==> config.mk <==
export PLATFORM = sky130hd
export DESIGN_NAME = rv32i_dmem_bridge_flat
export DESIGN_NICKNAME = d
export VERILOG_FILES = /design/src/rtl/rv32i_mem_pkg.sv /design/src/rtl/rv32i_dmem_bridge_if.sv /design/src/rtl/rv32i_wait_ctr.sv /design/src/rtl/rv32i_dmem_bridge.sv /design/src/flat_wrapper.sv
export SDC_FILE = /design/constraint.sdc
export NUM_CORES = 1
export LEC_CHECK = 0
export CAP_MARGIN = 10
export CORE_MARGIN = 1
export CORE_UTILIZATION = 53
export DETAILED_ROUTE_END_ITERATION = 10
export HOLD_SLACK_MARGIN = 0.12
export MAX_ROUTING_LAYER = met4
export PLACE_DENSITY = 0.91
export SLEW_MARGIN = 20
export SYNTH_ARGS = -nofsm -noshare
export SYNTH_HDL_FRONTEND = slang
export SYNTH_HIERARCHICAL = 1
export SYNTH_SLANG_ARGS = --single-unit
==> constraint.sdc <==
create_clock -name clk_i -period 9.7 [get_ports clk_i]
set_clock_uncertainty 0.15 [all_clocks]
set_input_delay 1.455 -clock clk_i [delete_from_list [all_inputs] [get_ports clk_i]]
set_output_delay 1.455 -clock clk_i [all_outputs]
set_load 0.05 [all_outputs]
==> src/rtl/rv32i_mem_pkg.sv <==
// Shared memory-access definitions for the data-memory bridge and the LSU side:
// bridge state encoding, lane/wait widths and the lane-scan helper.
package rv32i_mem_pkg;

    localparam int LANE_W    = 2;
    localparam int NUM_LANES = 4;
    localparam int WAIT_W    = 4;

    typedef enum logic [1:0] {
        ST_IDLE   = 2'd0,
        ST_ACCESS = 2'd1,
        ST_ACK    = 2'd2
    } mem_state_e;

    typedef struct packed {
        logic              vld;
        logic [LANE_W-1:0] lane;
    } lane_sel_t;

    // Lowest enabled lane at or above 'start'; vld=0 when none remain.
    function automatic lane_sel_t find_lane(input logic [NUM_LANES-1:0] be,
                                            input logic [LANE_W:0]      start);
        lane_sel_t sel;
        sel = '0;
        for (int k = NUM_LANES - 1; k >= 0; k--) begin
            if (be[k] && ((LANE_W+1)'(k) >= start)) begin
                sel.vld  = 1'b1;
                sel.lane = LANE_W'(k);
            end
        end
        return sel;
    endfunction

endpackage

==> src/rtl/rv32i_dmem_bridge_if.sv <==
// Core-side and external byte-bus signals of the data-memory bridge.
interface rv32i_dmem_bridge_if #(parameter int ADDR_W = 16);

    logic              req_i;
    logic [31:0]       mem_addr_i;
    logic              we_mem_i;
    logic              be0_i;
    logic              be1_i;
    logic              be2_i;
    logic              be3_i;
    logic [31:0]       wmem_i;
    logic [31:0]       rmem_o;
    logic              ack_o;
    logic              busy_o;
    logic [ADDR_W-1:0] ext_addr_o;
    logic [7:0]        ext_dat_o;
    logic [7:0]        ext_dat_i;
    logic              ext_we_o;
    logic              ext_oe_o;

    modport slave (
        input  req_i, mem_addr_i, we_mem_i, be0_i, be1_i, be2_i, be3_i, wmem_i, ext_dat_i,
        output rmem_o, ack_o, busy_o, ext_addr_o, ext_dat_o, ext_we_o, ext_oe_o
    );

    modport master (
        output req_i, mem_addr_i, we_mem_i, be0_i, be1_i, be2_i, be3_i, wmem_i, ext_dat_i,
        input  rmem_o, ack_o, busy_o, ext_addr_o, ext_dat_o, ext_we_o, ext_oe_o
    );

endinterface

==> src/rtl/rv32i_wait_ctr.sv <==
// Per-lane wait-state counter: loaded at lane start, counts down, flags the lane's last cycle.
module rv32i_wait_ctr
    import rv32i_mem_pkg::*;
#(
    parameter int WIDTH = WAIT_W
) (
    input  logic             clk_i,
    input  logic             rst_ni,
    input  logic             i_load,
    input  logic             i_dec,
    input  logic [WIDTH-1:0] i_load_val,
    output logic             o_last
);

    logic [WIDTH-1:0] r_cnt;

    always_ff @(posedge clk_i or negedge rst_ni) begin
        if (!rst_ni) begin
            r_cnt <= '0;
        end else if (i_load) begin
            r_cnt <= i_load_val;
        end else if (i_dec && (r_cnt != '0)) begin
            r_cnt <= r_cnt - WIDTH'(1);
        end
    end

    assign o_last = (r_cnt == '0);

endmodule

==> src/rtl/rv32i_dmem_bridge.sv <==
// Bridges 32-bit lane-enabled loads/stores onto an 8-bit external bus,
// one enabled lane at a time in ascending order, with fixed wait states per byte.
module rv32i_dmem_bridge
    import rv32i_mem_pkg::*;
#(
    parameter int ADDR_W      = 16,
    parameter int WAIT_CYCLES = 1
) (
    input  logic                clk_i,
    input  logic                rst_ni,
    rv32i_dmem_bridge_if.slave  bus
);

    mem_state_e          r_state;
    mem_state_e          w_state_nxt;
    logic [ADDR_W-3:0]   r_addr;
    logic                r_we;
    logic [3:0]          r_be;
    logic [31:0]         r_wdat;
    logic [LANE_W-1:0]   r_lane;
    logic [31:0]         r_rbuf;
    logic [31:0]         r_rmem;
    logic [31:0]         w_rbuf_nxt;
    logic [3:0]          w_be;
    lane_sel_t           w_first;
    lane_sel_t           w_next;
    logic                w_start;
    logic                w_lane_last;
    logic                w_lane_done;
    logic                w_unused;

    assign w_be        = {bus.be3_i, bus.be2_i, bus.be1_i, bus.be0_i};
    assign w_first     = find_lane(w_be, '0);
    assign w_next      = find_lane(r_be, {1'b0, r_lane} + (LANE_W+1)'(1));
    assign w_start     = (r_state == ST_IDLE) && bus.req_i && w_first.vld;
    assign w_lane_done = (r_state == ST_ACCESS) && w_lane_last;
    assign w_unused    = ^{bus.mem_addr_i[31:ADDR_W], bus.mem_addr_i[1:0]};

    rv32i_wait_ctr #(.WIDTH(WAIT_W)) u_wait_ctr (
        .clk_i      (clk_i),
        .rst_ni     (rst_ni),
        .i_load     (w_start || (w_lane_done && w_next.vld)),
        .i_dec      ((r_state == ST_ACCESS) && !w_lane_last),
        .i_load_val (WAIT_W'(WAIT_CYCLES)),
        .o_last     (w_lane_last)
    );

    always_ff @(posedge clk_i or negedge rst_ni) begin
        if (!rst_ni) begin
            r_state <= ST_IDLE;
        end else begin
            r_state <= w_state_nxt;
        end
    end

    always_comb begin
        w_state_nxt = r_state;
        case (r_state)
            ST_IDLE: begin
                if (bus.req_i) begin
                    w_state_nxt = w_first.vld ? ST_ACCESS : ST_ACK;
                end
            end
            ST_ACCESS: begin
                if (w_lane_last && !w_next.vld) begin
                    w_state_nxt = ST_ACK;
                end
            end
            ST_ACK:  w_state_nxt = ST_IDLE;
            default: w_state_nxt = ST_IDLE;
        endcase
    end

    // Read buffer with the byte arriving on the current lane merged in.
    always_comb begin
        w_rbuf_nxt = r_rbuf;
        w_rbuf_nxt[8*r_lane +: 8] = bus.ext_dat_i;
    end

    always_ff @(posedge clk_i or negedge rst_ni) begin
        if (!rst_ni) begin
            r_addr <= '0;
            r_we   <= 1'b0;
            r_be   <= '0;
            r_wdat <= '0;
            r_lane <= '0;
            r_rbuf <= '0;
            r_rmem <= '0;
        end else if (w_start) begin
            r_addr <= bus.mem_addr_i[ADDR_W-1:2];
            r_we   <= bus.we_mem_i;
            r_be   <= w_be;
            r_wdat <= bus.wmem_i;
            r_lane <= w_first.lane;
            r_rbuf <= '0;
        end else if (w_lane_done) begin
            if (!r_we) begin
                r_rbuf <= w_rbuf_nxt;
            end
            if (w_next.vld) begin
                r_lane <= w_next.lane;
            end else if (!r_we) begin
                r_rmem <= w_rbuf_nxt;
            end
        end
    end

    // Strobes decode straight from state so reset clears them without a clock.
    assign bus.ack_o      = (r_state == ST_ACK);
    assign bus.busy_o     = (r_state != ST_IDLE);
    assign bus.ext_we_o   = (r_state == ST_ACCESS) && r_we;
    assign bus.ext_oe_o   = (r_state == ST_ACCESS) && !r_we;
    assign bus.ext_addr_o = {r_addr, r_lane};
    assign bus.ext_dat_o  = r_wdat[8*r_lane +: 8];
    assign bus.rmem_o     = r_rmem;

endmodule

==> src/flat_wrapper.sv <==
// flat-port wrapper written by rule: the top's interface ports become plain ports
module rv32i_dmem_bridge_flat import rv32i_mem_pkg::*;
#(
    parameter int ADDR_W      = 16,
    parameter int WAIT_CYCLES = 1
)
  (clk_i, rst_ni, bus_req_i, bus_mem_addr_i, bus_we_mem_i, bus_be0_i, bus_be1_i, bus_be2_i, bus_be3_i, bus_wmem_i, bus_ext_dat_i, bus_rmem_o, bus_ack_o, bus_busy_o, bus_ext_addr_o, bus_ext_dat_o, bus_ext_we_o, bus_ext_oe_o);
  rv32i_dmem_bridge_if #(.ADDR_W(ADDR_W)) bus_i ();
  input  logic clk_i;
  input  logic rst_ni;
  input wire logic [$bits(bus_i.req_i)-1:0] bus_req_i;
  input wire logic [$bits(bus_i.mem_addr_i)-1:0] bus_mem_addr_i;
  input wire logic [$bits(bus_i.we_mem_i)-1:0] bus_we_mem_i;
  input wire logic [$bits(bus_i.be0_i)-1:0] bus_be0_i;
  input wire logic [$bits(bus_i.be1_i)-1:0] bus_be1_i;
  input wire logic [$bits(bus_i.be2_i)-1:0] bus_be2_i;
  input wire logic [$bits(bus_i.be3_i)-1:0] bus_be3_i;
  input wire logic [$bits(bus_i.wmem_i)-1:0] bus_wmem_i;
  input wire logic [$bits(bus_i.ext_dat_i)-1:0] bus_ext_dat_i;
  output wire logic [$bits(bus_i.rmem_o)-1:0] bus_rmem_o;
  output wire logic [$bits(bus_i.ack_o)-1:0] bus_ack_o;
  output wire logic [$bits(bus_i.busy_o)-1:0] bus_busy_o;
  output wire logic [$bits(bus_i.ext_addr_o)-1:0] bus_ext_addr_o;
  output wire logic [$bits(bus_i.ext_dat_o)-1:0] bus_ext_dat_o;
  output wire logic [$bits(bus_i.ext_we_o)-1:0] bus_ext_we_o;
  output wire logic [$bits(bus_i.ext_oe_o)-1:0] bus_ext_oe_o;
  assign bus_i.req_i = bus_req_i;
  assign bus_i.mem_addr_i = bus_mem_addr_i;
  assign bus_i.we_mem_i = bus_we_mem_i;
  assign bus_i.be0_i = bus_be0_i;
  assign bus_i.be1_i = bus_be1_i;
  assign bus_i.be2_i = bus_be2_i;
  assign bus_i.be3_i = bus_be3_i;
  assign bus_i.wmem_i = bus_wmem_i;
  assign bus_i.ext_dat_i = bus_ext_dat_i;
  assign bus_rmem_o = bus_i.rmem_o;
  assign bus_ack_o = bus_i.ack_o;
  assign bus_busy_o = bus_i.busy_o;
  assign bus_ext_addr_o = bus_i.ext_addr_o;
  assign bus_ext_dat_o = bus_i.ext_dat_o;
  assign bus_ext_we_o = bus_i.ext_we_o;
  assign bus_ext_oe_o = bus_i.ext_oe_o;
  rv32i_dmem_bridge #(.ADDR_W(ADDR_W), .WAIT_CYCLES(WAIT_CYCLES)) u_core (.clk_i(clk_i), .rst_ni(rst_ni), .bus(bus_i));
endmodule
== Word level (Yosys, flattened, before mapping) ==
Cells that the tools add are included.

* Bits of input ports: 80
* Output and inout bits: 60
* Register bits after elaboration: 123

* Bitwise logic cells: 3
* Reduce and logical (&&, ||, !) cells: 28
* Equal/unequal tests: 5
* Shift-type cells: 3
* $add $sub $neg: 3
* Mux-type cells: 21
* Magnitude comparators: 4

{| class="wikitable"
|+ Operators with widths
! kind !! count
|-
| 32-bit 2-to-1 mux || 3
|-
| 5-bit negator with 34-bit output || 1
|-
| 8-bit by 34-bit variable shift with 32-bit output (first input constant) || 1
|-
| 8-bit by 34-bit indexed part select with 32-bit output || 1
|-
| 32-bit bitwise mux || 1
|-
| 32-bit by 6-bit indexed part select with 8-bit output || 1
|-
| 3-bit 2-to-1 mux || 8
|-
| 1-bit logical AND || 13
|-
| 2-bit 2-to-1 mux || 6
|-
| 4-bit 2-to-1 mux || 2
|-
| 2-bit nonzero test || 4
|-
| 1-bit by 3-bit greater-or-equal comparator with 1-bit output (first input constant) || 2
|-
| 2-bit by 3-bit greater-or-equal comparator with 1-bit output (first input constant) || 2
|-
| 2-bit inequality test (second input constant) || 3
|-
| 2-bit AND reduction || 3
|-
| 4-bit zero test || 1
|-
| 2-bit one-hot mux with 2 select lines || 1
|-
| 4-bit AND reduction || 1
|-
| 4-bit nonzero test || 1
|-
| 4-bit by 1-bit subtractor with 4-bit output (second input constant) || 1
|-
| 2-bit by 1-bit adder with 3-bit output (second input constant) || 1
|-
| 1-bit zero test || 3
|-
| 1-bit NOT || 3
|-
| 2-bit by 1-bit == test with 1-bit output (second input constant) || 1
|-
| other kinds (3) || 3
|}

== Logic depth before layout (Yosys ltp) ==
Gate-level depths: netlist of run 1.

* Depth in word-level cells: 11
* Mapped depth: 10

== By module ==
Netlist of run 1, hierarchy kept.

{| class="wikitable"
|+ By module, submodules not included
! module !! area each (um^2) !! cells an instance !! instances
|-
| rv32i_dmem_bridge || 5391.4 || 572 || 1
|-
| rv32i_wait_ctr || 270.3 || 27 || 1
|}

== Worst setup path before layout of run 1 ==
No wires, ideal clock.

* Kind: in2reg
* Start: in bus_be0_i
* End: reg u_core.u_wait_ctr.r_cnt[1]
* Stages: 8
* Path slack: 6.147 ns
* Setup time: 0.080 ns
* Path buffers: 3
* Data required time: 9.470 ns
* Data arrival time: 3.323 ns
* Cells stage by stage: nor4_1 or4b_2 clkbuf_1 buf_2 o21ai_0 buf_6 or4_1 o211ai_2

* Word-level cells in the longest chain between the ends: 4

{| class="wikitable"
|+ Ends and longest elaborated chain
! element !! RTL line !! source
|-
| start: declaration || flat_wrapper.sv:14 || <nowiki>input wire logic [$bits(bus_i.be0_i)-1:0] bus_be0_i;</nowiki>
|-
| 3-bit 2-to-1 mux * || rv32i_mem_pkg.sv:26 || <nowiki>if (be[k] && ((LANE_W+1)'(k) >= start)) begin</nowiki>
|-
| 1-bit logical AND * || rv32i_dmem_bridge.sv:35 || <nowiki>assign w_start = (r_state == ST_IDLE) && bus.req_i && w_first.vld;</nowiki>
|-
| 1-bit logical OR * || rv32i_dmem_bridge.sv:42 || <nowiki>.i_load (w_start || (w_lane_done && w_next.vld)),</nowiki>
|-
| 4-bit 2-to-1 mux or 2-bit nonzero test (tied branches) || - ||
|-
| end signal: assignment || rv32i_wait_ctr.sv:21 || <nowiki>r_cnt <= i_load_val;</nowiki>
|-
| end signal: assignment || rv32i_wait_ctr.sv:23 || <nowiki>r_cnt <= r_cnt - WIDTH'(1);</nowiki>
|-
| end: declaration || rv32i_wait_ctr.sv:15 || <nowiki>logic [WIDTH-1:0] r_cnt;</nowiki>
|}

Every way passes the cells marked *; elsewhere a longest branch is shown, timed or not.
A chain may end at the register's enable or synchronous reset.

== Final worst setup path of run 1 ==
* Start: reg u_core.r_lane[0]
* End: out bus_ext_dat_o[3]

* Word-level cells in the longest chain between the ends: 1

{| class="wikitable"
|+ Ends and longest elaborated chain
! element !! RTL line !! source
|-
| start: declaration || rv32i_dmem_bridge.sv:20 || <nowiki>logic [LANE_W-1:0] r_lane;</nowiki>
|-
| start signal: assignment || rv32i_dmem_bridge.sv:94 || <nowiki>r_lane <= w_first.lane;</nowiki>
|-
| start signal: assignment || rv32i_dmem_bridge.sv:101 || <nowiki>r_lane <= w_next.lane;</nowiki>
|-
| 32-bit by 6-bit indexed part select with 8-bit output || rv32i_dmem_bridge.sv:114 || <nowiki>assign bus.ext_dat_o = r_wdat[8*r_lane +: 8];</nowiki>
|-
| end: declaration || flat_wrapper.sv:24 || <nowiki>output wire logic [$bits(bus_i.ext_dat_o)-1:0] bus_ext_dat_o;</nowiki>
|}

No other way between the ends.

==> impl_metrics.csv, run 1 <==
group,metric,value,unit
run_status,status,"complete, no violations",
logic_synthesis,synth.area.mux_share,3.18,%
timing,layout_min_cycle_time,4440,ps
drt,ant_nets,0,
logic_synthesis,netlist_area,0.00566,mm2
floorplanning,die_h,105,um
logic_synthesis,synth_top_family_by_area,"simple AND/OR/NAND/NOR gates",
placement,hpwl,9490,um
finish,final_common_cell,"nand2_1",
clock_tree,cts.clk_slew.worst_paths,60,ps
pwr,switching_share,44.0,%
logic_synthesis,netlist_instances,599,
clock_tree,post-cts-setup-buffers,0,
drt,viasPerCell,5.94,
logic_synthesis,ys_ff_latch,123,
drt,dr_total_vias,5042,
clock_tree,postCtsResizedCells,0,
logic_synthesis,postSynth.asyncResetShare,100,%
drt,routedWlPerCell,18.7,um
critical_path,max_stage_delay,970,ps
clock_tree,cts.sinks,123,
logic_synthesis,yosysWarnings,6,
drt,firstDrtPassIters,5,
critical_path,path_cells,"mux4_2 > clkdlybuf4s50_1",
timing,setup_violations,0,
run,cap_violations,0,
critical_path,start_kind,"flip-flop",
logic_synthesis,synth_edf_count,0,
grt,antenna_found_initial,0,
logic_synthesis,synthXorXnorAreaFrac,0,%
pwr,intPower,1.62,mW
critical_path,cp-startpoint,"u_core/r_lane[0]",
critical_path,cp_slowest_cell,"dfrtp_1",
floorplanning,die_x,105,um
placement,io_buffers,121,
logic_synthesis,yosys.area_share.adder,1.55,%
grt,globalRouteOverflowTotal,0,
pwr,p_leak,3.41,nW
logic_synthesis,synthTopCellsByArea,"dfrtp_1 54%, nand2_1 10%, a21oi_1 8.0%",
critical_path,cp_num_cells,2,
logic_synthesis,ys_seq_area_share,54.4,%
finish,final_cell_mix,"158 x nand2_1, 123 x dfrtp_1, 120 x clkdlybuf4s50_1",
clock_tree,clk_latency,520,ps
critical_path,rr_worst_depth,7,
logic_synthesis,synth_top_flop_cell,"dfrtp_1",
pwr,power_density,383,mW/mm2
finish,design_area,0.00753,mm2
floorplanning,io_pins,140,
pwr,clockPowerShare,23.4,%
grt,grt_usage,30.5,%
drt,post-route-drc-count,0,
finish,area_growth_syn_to_layout,33.1,%
critical_path,crit_end,"bus_ext_dat_o[3]",
timing,worst_pin_slew,1010,ps
placement,dpl_cell_area,0.00689,mm2
critical_path,r2r-end,"u_core/u_wait_ctr/r_cnt[1]",
floorplanning,core_area,0.0103,mm2
timing,finalCritPeriodShare,45.8,%
worst_hold_path,min_path_type,"reg -> reg",
grt,grt_pass1_wl,25300,um
clock_tree,hold_buffers,0,
drt,drt_iter0_drc,510,
timing,drv_slew,0,
grt,grt_pass1_vias,5186,
critical_path,required,8100,ps
grt,grt_max_degree,70,
clock_tree,cts_tree,"done",
critical_path,path_class,"reg -> out",
pwr,irDropWorstVdd,0.000213,V
critical_path,cp-end-kind,"output port",
critical_path,rrSetupSlack,5560,ps
critical_path,cp.arrival,2840,ps
logic_synthesis,synth.distinct_cells,44,
critical_path,worst-path-buf-inv,1,
finish,nNetsFinal,787,
drt,wirelength,15800,um
timing,finalHoldViolations,0,
timing,fmax,225,MHz
floorplanning,fp.dieArea,0.0111,mm2
critical_path,r2r_start,"u_core/r_lane[0]",
floorplanning,rows,37,
pwr,p_seq_share,29.3,%
logic_synthesis,postSynthAreaPerCell,9.45,um2
logic_synthesis,yosysTopAreaCellShare,54.4,%
logic_synthesis,yosys.area.top_type,"dfrtp_1",
finish,drive_above_1_share,7.71,%
clock_tree,h-tree-depth,4,
logic_synthesis,synthSimpleGateAreaFrac,19.7,%
pwr,p_comb_share,47.4,%
timing,finalSetupTns,0,ps
logic_synthesis,synth_compound_area_share,16.8,%
floorplanning,start_util,54.8,%
timing,slew_headroom,31.9,%
placement,place.gp.congestion,0.794,
clock_tree,root_buffer,"clkbuf_8",
timing,grt_setup_unrepaired,"false",
finish,antennaDiodeCount,0,
clock_tree,cts_buffers,17,
critical_path,worstPathMaxFanout,20,
clock_tree,cts_buffer_depth,2,
critical_path,crit_family,"flip-flops",
pwr,switchingPower,1.27,mW
[final cells by class]
cell class	instances	area [um2]
repair buffers	128	1260
well taps	136	170
clock inverters	6	130
clock buffers	26	508
flip-flops and latches	123	3080
multi-input cells	422	2360
inverters	8	30.0
fillers	670	2790
[routing by layer]
layer / GRT usage, % / up-vias / share of wire, %
met5: - / - / 0
li1: - / 2234 / -
met2: 48.8 / 289 / 51
met1: 35.7 / 2460 / 39
met4: 17.5 / 0 / 4.0
met3: 6.56 / 59 / 6.8
[worst reg2reg max path, stage by stage (launching register included)]
cell and delay (ps):
dfrtp_1 970, inv_1 210, ha_1 340, o21a_1 270
a2111oi_4 770, o21ai_0 590, or4_1 680, o211ai_2 90
[synthesized netlist by cell type (all sizes together) (2+ instances only)]
| cell type | instances |
|---|---|
| a21o | 2 |
| a21oi | 91 |
| a22oi | 41 |
| a31oi | 2 |
| and2 | 5 |
| and4b | 2 |
| buf | 18 |
| clkbuf | 30 |
| conb | 2 |
| dfrtp | 123 |
| ha | 7 |
| inv | 7 |
| mux4 | 8 |
| nand2 | 158 |
| nor2 | 37 |
| nor2b | 27 |
| nor3 | 3 |
| nor3b | 2 |
| nor4b | 2 |
| nor4bb | 3 |
| o21a | 3 |
| o21ai | 8 |
[through the flow]
step / hold WS [ps] / total power, mW / cells / utilization (%) / setup WS (ps)
2_1_floorplan: 288 / 1.75 / 601 / - / 6150
3_3_place_gp: 304 / 2.12 / 817 / 66.7 / 4720
3_5_place_dp: 310 / 2.18 / 817 / 66.7 / 4490
4_1_cts: 324 / 2.88 / 849 / 72.9 / 5020
5_1_grt: 353 / 3.01 / 849 / 73.0 / 5120
6_report: 319 / 2.89 / 849 / 73.0 / 5260
[cells by family (layout without fill, tap and decap cells)]
group           Yosys count  after routing
buf+inv                  56            168
compound gates          155            155
mux                       8              8
flops                   123            123
simple gates            248            248
other cells               2              4
fa+ha+maj                 7              7
[power by group through the flow]
stage / Clock [mW] / Sequential (mW) / Combinational [mW]
floorplan: 0 / 1.11 / 0.643
global placement: 0 / 0.828 / 1.30
detailed placement: 0 / 0.842 / 1.34
CTS: 0.682 / 0.842 / 1.36
global route: 0.703 / 0.867 / 1.44
finish: 0.674 / 0.844 / 1.37
[state kept, by name, indices dropped and copies added, names as in the netlist]
register,cells
u_core/bus.rmem_o,32
u_core/r_rbuf,32
u_core/r_wdat,32
u_core/r_addr,14
u_core/r_be,4
u_core/u_wait_ctr/r_cnt,4
u_core/r_lane,2
u_core/r_state,2
u_core/r_we,1
[how the worst min path moves through the flow]
stage,depth (start not counted),from,end
after floorplan,2,u_core/r_be[3],u_core/r_be[3]
after global placement,2,u_core/r_wdat[22],u_core/r_wdat[22]
after detailed placement,2,u_core/r_wdat[29],u_core/r_wdat[29]
after CTS,2,u_core/r_wdat[29],u_core/r_wdat[29]
after global routing,2,u_core/r_wdat[6],u_core/r_wdat[6]
final,2,u_core/r_wdat[29],u_core/r_wdat[29]
No activity file was read; power rests on OpenSTA's default activity.
==> inputs of run 2 (changes only) <==
CORE_UTILIZATION = 45   (was 53)
PLACE_DENSITY = 0.83   (was 0.91)
clock period = 3.85 ns   (was 9.7 ns; I/O delays follow)
==> run 2 against run 1 <==
Net effect:
- final cell count grew 4.5%
- combinational power grew to 2.5 times the previous value
- utilization shrank 11 points
- setup slack lost 4700 ps
- sequential share of layout area is essentially flat
- die area grew 17%
- largest power group unchanged
==> impl_metrics.csv, run 2 (synthesis gave the netlist of run 1 again) <==
group,metric,value,unit
drt,drt_iter0_drc,397,
critical_path,cp.arrival,2530,ps
run_status,status,"complete, no violations",
finish,final_cell_mix,"158 x nand2_1, 123 x dfrtp_1, 120 x clkdlybuf4s50_1",
critical_path,path_class,"reg -> out",
clock_tree,cts_buffers,17,
timing,setup_violations,0,
clock_tree,cts.sinks,123,
floorplanning,io_pins,140,
timing,layout_min_cycle_time,3260,ps
grt,grt_pass1_wl,25000,um
placement,pre_cts_ws,566,ps
finish,drive_above_1_share,8.34,%
floorplanning,fp.dieArea,0.0130,mm2
drt,dr_total_vias,4950,
clock_tree,cts_buffer_depth,2,
drt,firstDrtPassIters,6,
timing,fmax,307,MHz
run,cap_violations,0,
timing,slew_headroom,41.0,%
finish,area_growth_syn_to_layout,33.2,%
clock_tree,clk_latency,410,ps
drt,ant_nets,0,
grt,antenna_found_initial,0,
pwr,power_density,931,mW/mm2
timing,finalSetupTns,0,ps
critical_path,rr_worst_depth,7,
pwr,p_leak,3.40,nW
critical_path,start_kind,"flip-flop",
worst_hold_path,min_path_type,"in -> async",
clock_tree,postCtsResizedCells,0,
clock_tree,cts.clk_slew.worst_paths,50,ps
clock_tree,post-cts-setup-buffers,0,
placement,hpwl,10000,um
timing,grt_setup_unrepaired,"false",
floorplanning,rows,40,
floorplanning,start_util,46.6,%
critical_path,cp-end-kind,"output port",
finish,nNetsFinal,793,
floorplanning,die_h,114,um
finish,nFillCells,990,
timing,drv_slew,0,
clock_tree,cts_tree,"done",
critical_path,worstPathMaxFanout,12,
drt,wirelength,15100,um
timing,fin_ws,592,ps
drt,viasPerCell,5.58,
timing,finalHoldViolations,0,
floorplanning,core_area,0.0122,mm2
grt,globalRouteOverflowTotal,0,
drt,post-route-drc-count,0,
timing,worst_pin_slew,885,ps
placement,place.gp.congestion,0.806,
grt,grt_max_degree,73,
drt,routedWlPerCell,17.1,um
critical_path,required,3120,ps
clock_tree,hold_buffers,0,
placement,io_buffers,121,
grt,grt_usage,25.5,%
timing,finalCritPeriodShare,84.6,%
clock_tree,h-tree-depth,4,
finish,final_common_cell,"nand2_1",
clock_tree,root_buffer,"clkbuf_16",
grt,grt_pass1_vias,5067,
critical_path,r2r-end,"u_core/u_wait_ctr/r_cnt[1]",
pwr,irDropWorstVdd,0.000599,V
critical_path,rrSetupSlack,620,ps
floorplanning,die_x,114,um
finish,antennaDiodeCount,0,
critical_path,r2r_start,"u_core/r_lane[1]",
[run 2: cell count changes in the layout (fill, tap and decap cells not counted), sizes merged]
cell,delta
buf,+6
bufinv,-4
clkinv,+2
clkinvlp,+2
[run 2: worst max-delay path by stage]
stage                                       to  slack, ps              from  depth (start not counted)
floorplan           u_core/u_wait_ctr/r_cnt[1]        360  u_core/r_lane[0]                         10
global placement    u_core/u_wait_ctr/r_cnt[1]        690  u_core/r_lane[1]                          7
detailed placement  u_core/u_wait_ctr/r_cnt[1]        570  u_core/r_lane[1]                          7
CTS                 u_core/u_wait_ctr/r_cnt[1]        510  u_core/r_lane[1]                          7
global route        u_core/u_wait_ctr/r_cnt[1]        430  u_core/r_lane[1]                          7
finish                        bus_ext_dat_o[3]        590  u_core/r_lane[0]                          3
[run 2: cell type report]
class / count / area, um2 / share of cell area, %
timing repair buffer: 134 / 1320 / 17.5
sequential: 123 / 3080 / 40.8
tap: 168 / 210 / 2.79
clock inverter: 6 / 35.0 / 0.464
inverter: 8 / 30.0 / 0.398
clock buffer: 26 / 519 / 6.88
multi-input combinational: 422 / 2350 / 31.2
[run 2: power breakdown]
part / internal, mW / leakage (nW) / switching [mW]
Sequential: 1.76 / 1.52 / 0.336
Combinational: 1.19 / 1.60 / 2.28
Clock: 0.920 / 0.272 / 0.540
Total: 3.87 / 3.40 / 3.15
[run 2: routing by layer]
layer / vias up / track usage, % / part of all wire [%]
met5: - / - / 0
met4: 0 / 12.4 / 3.5
met3: 48 / 4.08 / 5.5
met2: 227 / 41.6 / 51
met1: 2432 / 30.9 / 40
li1: 2243 / - / -
[run 2: through the flow]
stage	hold WS (ps)	power (mW)	utilization (%)	cell area, um2	cells
final	130	7.02	62.0	7540	887
after global routing	207	7.37	62.0	7540	887
after CTS	168	7.03	62.0	7540	887
after detailed placement	308	5.54	57.5	6990	855
after global placement	304	5.40	57.5	6990	855
after floorplan	132	4.42	-	5670	601
[run 2: critical path, cell delays in order, from the launching register on]
cell             delay, ps
dfrtp_1                540
buf_4                  300
mux4_2                 540
clkdlybuf4s50_1        740
